## src/rtl/pipe_ctrl.sv

```systemverilog
// Pipeline hazard controller: RUN/HALT sequencing, stall/bubble generation and perf counters.
// Optional macro PIPE_CTRL_PERF_CNT_EN enables the saturating performance counters.
module pipe_ctrl #(
  parameter int CNT_W = 32
) (
  input  logic             clk,
  input  logic             rst_n,
  input  logic             start,
  input  logic [3:0]       D_icode,
  input  logic [3:0]       E_icode,
  input  logic [3:0]       M_icode,
  input  logic [3:0]       d_srcA,
  input  logic [3:0]       d_srcB,
  input  logic [3:0]       E_dstM,
  input  logic             e_Cnd,
  input  logic [2:0]       m_stat,
  input  logic [2:0]       W_stat,
  output logic             F_stall,
  output logic             D_stall,
  output logic             D_bubble,
  output logic             E_bubble,
  output logic             M_bubble,
  output logic             W_stall,
  output logic [1:0]       cpu_state,
  output logic [2:0]       final_stat,
  output logic [CNT_W-1:0] cycle_cnt,
  output logic [CNT_W-1:0] stall_cnt,
  output logic [CNT_W-1:0] bubble_cnt
);

  typedef enum logic [1:0] {
    ST_IDLE = 2'd0,
    ST_RUN  = 2'd1,
    ST_HALT = 2'd2
  } state_t;

  localparam logic [3:0] IC_MRMOVQ = 4'h5;
  localparam logic [3:0] IC_JXX    = 4'h7;
  localparam logic [3:0] IC_RET    = 4'h9;
  localparam logic [3:0] IC_POPQ   = 4'hB;
  localparam logic [3:0] REG_NONE  = 4'hF;

  function automatic logic is_exc(input logic [2:0] stat);
    return (stat == 3'd2) || (stat == 3'd3) || (stat == 3'd4);
  endfunction

  state_t     r_state;
  state_t     w_state_nxt;
  logic [2:0] r_final_stat;
  logic       w_load_use;
  logic       w_ret_pend;
  logic       w_mispred;

  assign w_load_use = ((E_icode == IC_MRMOVQ) || (E_icode == IC_POPQ)) &&
                      (E_dstM != REG_NONE) &&
                      ((E_dstM == d_srcA) || (E_dstM == d_srcB));
  assign w_ret_pend = (D_icode == IC_RET) || (E_icode == IC_RET) || (M_icode == IC_RET);
  assign w_mispred  = (E_icode == IC_JXX) && (e_Cnd == 1'b0);

  // State register and halt-status capture
  always_ff @(posedge clk or negedge rst_n) begin
    if (!rst_n) begin
      r_state      <= ST_IDLE;
      r_final_stat <= 3'd0;
    end else begin
      r_state <= w_state_nxt;
      if ((r_state == ST_RUN) && is_exc(W_stat)) begin
        r_final_stat <= W_stat;
      end else begin
        r_final_stat <= r_final_stat;
      end
    end
  end

  // Next state and pipeline register controls; load-use wins over bubbling D
  always_comb begin
    w_state_nxt = r_state;
    F_stall     = 1'b1;
    D_stall     = 1'b0;
    D_bubble    = 1'b1;
    E_bubble    = 1'b1;
    M_bubble    = 1'b1;
    W_stall     = 1'b0;
    case (r_state)
      ST_IDLE: begin
        if (start) begin
          w_state_nxt = ST_RUN;
        end else begin
          w_state_nxt = ST_IDLE;
        end
      end
      ST_RUN: begin
        F_stall  = w_load_use | w_ret_pend;
        D_stall  = w_load_use;
        D_bubble = ~w_load_use & (w_mispred | w_ret_pend);
        E_bubble = w_mispred | w_load_use;
        M_bubble = is_exc(m_stat) | is_exc(W_stat);
        W_stall  = is_exc(W_stat);
        if (is_exc(W_stat)) begin
          w_state_nxt = ST_HALT;
        end else begin
          w_state_nxt = ST_RUN;
        end
      end
      ST_HALT: begin
        w_state_nxt = ST_HALT;
        D_bubble    = 1'b0;
        D_stall     = 1'b1;
        W_stall     = 1'b1;
      end
      default: begin
        w_state_nxt = ST_IDLE;
      end
    endcase
  end

  assign cpu_state  = r_state;
  assign final_stat = r_final_stat;

`ifdef PIPE_CTRL_PERF_CNT_EN
  localparam logic [CNT_W-1:0] CNT_MAX = {CNT_W{1'b1}};
  localparam logic [CNT_W-1:0] CNT_ONE = {{(CNT_W-1){1'b0}}, 1'b1};

  function automatic logic [CNT_W-1:0] sat_inc(input logic [CNT_W-1:0] v, input logic en);
    if (en && (v != CNT_MAX)) begin
      return v + CNT_ONE;
    end else begin
      return v;
    end
  endfunction

  logic [CNT_W-1:0] r_cycle_cnt;
  logic [CNT_W-1:0] r_stall_cnt;
  logic [CNT_W-1:0] r_bubble_cnt;

  // Saturating counters, advanced only on RUN-state edges
  always_ff @(posedge clk or negedge rst_n) begin
    if (!rst_n) begin
      r_cycle_cnt  <= {CNT_W{1'b0}};
      r_stall_cnt  <= {CNT_W{1'b0}};
      r_bubble_cnt <= {CNT_W{1'b0}};
    end else if (r_state == ST_RUN) begin
      r_cycle_cnt  <= sat_inc(r_cycle_cnt, 1'b1);
      r_stall_cnt  <= sat_inc(r_stall_cnt, D_stall);
      r_bubble_cnt <= sat_inc(r_bubble_cnt, E_bubble);
    end else begin
      r_cycle_cnt  <= r_cycle_cnt;
      r_stall_cnt  <= r_stall_cnt;
      r_bubble_cnt <= r_bubble_cnt;
    end
  end

  assign cycle_cnt  = r_cycle_cnt;
  assign stall_cnt  = r_stall_cnt;
  assign bubble_cnt = r_bubble_cnt;
`else
  assign cycle_cnt  = {CNT_W{1'b0}};
  assign stall_cnt  = {CNT_W{1'b0}};
  assign bubble_cnt = {CNT_W{1'b0}};
`endif

endmodule

```

## config.mk

```make
export PLATFORM = sky130hd
export DESIGN_NAME = pipe_ctrl
export DESIGN_NICKNAME = d
export VERILOG_FILES = /design/src/rtl/pipe_ctrl.sv
export SDC_FILE = /design/constraint.sdc
export NUM_CORES = 1
export LEC_CHECK = 0
export CORE_MARGIN = 1.5
export CORE_UTILIZATION = 28
export CTS_CLUSTER_DIAMETER = 40
export DETAILED_ROUTE_END_ITERATION = 7
export PLACE_DENSITY = 0.82
export SLEW_MARGIN = 10
export SYNTH_ARGS = -nofsm -noshare
export SYNTH_HDL_FRONTEND = slang
export SYNTH_SLANG_ARGS = --single-unit
```

## constraint.sdc

```tcl
create_clock -name clk -period 1.9 [get_ports clk]
set_input_delay 0.38 -clock clk [delete_from_list [all_inputs] [get_ports clk]]
set_output_delay 0.38 -clock clk [all_outputs]
set_load 0.05 [all_outputs]
```

==> flow_metrics.env <==
export IMPL_vias_per_cell=3.504
export IMPL_drive_gt1_share_pct=31.98
export IMPL_post_route_min_period_ns=1.969
export IMPL_grt_pass1_wl_um=3905
export IMPL_crit_path_max_fanout=3
export IMPL_worstPathCellList="inv_2 -> ha_4 -> inv_8 -> or2_4 -> a211o_4 -> buf_8"
export IMPL_diodes=0
export IMPL_layout_commonest_cell="conb_1"
export IMPL_p_comb_share_pct=81.2
export IMPL_startpoint_type="register"
export IMPL_coreArea_mm2=0.004354
export IMPL_setup_violations=2
export IMPL_die_width_um=70.28
export IMPL_swShare_pct=56.93
export IMPL_critPathMaxStageDelay_ns=0.40
export IMPL_avgSynthCellArea_um2=7.971
export IMPL_cts_root_buf="clkbuf_8"
export IMPL_cts_tree="built"
export IMPL_die_h_um=70.28
export IMPL_num_rows=24
export IMPL_final_cell_mix="96 x conb_1, 19 x buf_4, 12 x dlygate4sd2_1, 10 x buf_2, 9 x clkdlybuf4s50_1"
export IMPL_fin_util_pct=40.17
export IMPL_syn_inst=159
export IMPL_io_pins=141
export IMPL_p_total_uw=2105
export IMPL_cts_clk_slew_worst_paths_ns=0.04
export IMPL_ff2ff_setup_slack_ns=0.47
export IMPL_pre_cts_ws_ns=-0.4252
export IMPL_grt_ovfl_total=0
export IMPL_worst_pin_slew_ns=0.5029
export IMPL_syn_to_final_growth_pct=38.01
export IMPL_cts_max_path_buffers=2
export IMPL_cts_buffers=3
export IMPL_yosys_area_top_type="buf_4"
export IMPL_globalplace_congestion=0.6945
export IMPL_clkPwrFrac_pct=9.4
export IMPL_ys_types=30
export IMPL_grtUsageTotal_pct=10.02
export IMPL_r2r_start="cpu_state[1]"
export IMPL_pwr_share_seq_pct=9.4
export IMPL_drv_slew=0
export IMPL_ant_nets=0
export IMPL_critPathKind="register to primary output"
export IMPL_cpMaxStageDelayCell="dfrtp_2"
export IMPL_netlist_area_leader_share_pct=56.86
export IMPL_p_int_uw=906.8
export IMPL_wl_per_cell_um=9.989
export IMPL_setup_ws_ns=-0.06945
export IMPL_synth_edf_count=0
export IMPL_first_pass_iters=2
export IMPL_nets=261
export IMPL_clock_sinks=5
export IMPL_worst_endpoint_required_ns=1.52
export IMPL_initial_core_util_pct=29.11
export IMPL_slew_headroom_pct=66.37
export IMPL_drv_cap=0
export IMPL_r2r_end="final_stat[1]"
export IMPL_clock_latency_ns=0.23
export IMPL_die_area_mm2=0.004939
export IMPL_grt_pass1_vias=864
export IMPL_critPathArrivalTime_ns=1.59
export IMPL_fin_setup_tns_ns=-0.08918
export IMPL_hold_viol_final=0
export IMPL_max_vdd_ir_drop_v=0.001030
export IMPL_endpoint="M_bubble"
export IMPL_wirelength_um=2737
export IMPL_yosys_top_cells_area="buf_4 57%, dfrtp_1 9.9%, xnor2_1 5.5%"
export IMPL_rsz0062_at_grt="yes"
export IMPL_endpoint_kind="primary output"
export IMPL_layout_worst_path_cycle_share_pct=103.7
export IMPL_p_leak_uw=0.0009266
export IMPL_min_path_type="input pin to async pin"
export IMPL_fmax_mhz=507.8
export IMPL_first_iter_violations=7
export IMPL_h_tree_depth=1
export IMPL_status="complete, but fails checks"
export IMPL_yosysSeqAreaShare_pct=9.872
export IMPL_switchingPower_uw=1199
export IMPL_p_per_area_mw_per_mm2=1204
export IMPL_synthFlopType="dfrtp_1"
export IMPL_route_detailed_drc=0
export IMPL_io_buffers=44
export IMPL_netlist_area_mm2=0.001267
export IMPL_hpwl_um=2132
export IMPL_grt_start_max_net_pins=6
export IMPL_ff2ff_path_depth=7
export IMPL_critPathLaunch="cpu_state[1]"
export IMPL_finClkSkew_ns=0.003167
export IMPL_hold_ws_ns=0.3782
export IMPL_violations="setup timing"
export IMPL_vias=960
export IMPL_antenna_found_initial=0
export IMPL_ys_warn_count=0
export IMPL_synth_seq_cells=5
export IMPL_filler_cell_count=442
export IMPL_async_reset_ff_share_pct=100.0
export IMPL_holdBufCountCts=0
==> registers in the layout, indices dropped and copies added (netlist names) <==
name / flops
final_stat: 3
cpu_state: 2
==> per-layer routing <==
metal / global-route usage, % / up-vias / share of wire, %
li1: - / 448 / -
met1: 9.852 / 438 / 30
met2: 18.97 / 66 / 58
met3: 2.309 / 8 / 8.7
met4: 5.556 / 0 / 2.3
met5: 0 / - / 0
==> worst min path at each step <==
stage	end	cells past startpoint	slack (ns)
after detailed placement	final_stat[1]	2	0.53
after global placement	final_stat[1]	2	0.53
after floorplan	cpu_state[0]	0	0.08
after CTS	final_stat[0]	1	0.38
final	final_stat[0]	1	0.38
after global routing	final_stat[2]	1	0.38
==> cell type report <==
class	instances	area, um2	share of cell area, %
Clock buffer	4	45.04	2.575
Inverter	5	26.28	1.502
Multi-Input combinational cell	148	929.6	53.15
Sequential cell	5	127.6	7.296
Tap cell	52	65.06	3.720
Timing Repair Buffer	60	555.5	31.76
==> metrics by stage <==
stage	area [um2]	instances
floorplan	1664	254
global placement	1567	264
detailed placement	1567	264
CTS	1649	272
global route	1749	274
finish	1749	274
==> timing repair <==
action                     CTS  global route
setup endpoints to repair    6             5
resized for setup           89            17
pin swaps                   26            11
setup buffers                5             2
==> cells in the mapped netlist, types with 2 or more instances <==
library cell,number
a21oi_1,7
buf_4,96
dfrtp_1,5
ha_1,4
inv_1,4
nand2_1,2
nand4_1,3
nor2_1,4
nor2b_1,2
nor3_1,2
nor4bb_1,3
or2_1,2
xnor2_1,8
==> worst max-delay path: cells and delay by family (launching register included) <==
family	cells	cell delay (ns)
AO/OA/AOI/OAI	1	0.27
AND/OR/NAND/NOR	1	0.25
buffers and inverters	3	0.26
adder cells (fa/ha/maj)	1	0.17
flip-flops	1	0.40
==> logic make-up after synthesis <==
| kind of cell | share of synthesized area, % |
|---|---|
| buffers and inverters | 59.43 |
| and+or+nand+nor | 11.95 |
| AOI/OAI and AO/OA | 7.502 |
| xor gates and xnor gates | 6.219 |
| DFF | 9.872 |
| adders and majority gates | 3.949 |
| other | 0.2959 |
| muxes | 0.7898 |
==> power by group through the flow <==
stage	sequential, uW	clock [uW]	combinational (uW)
after global placement	197	0	1550
after floorplan	357	0	1050
final	197	199	1710
after detailed placement	199	0	1560
after CTS	197	204	1630
after global routing	206	216	1790
Power figures use the tool's default switching activity.
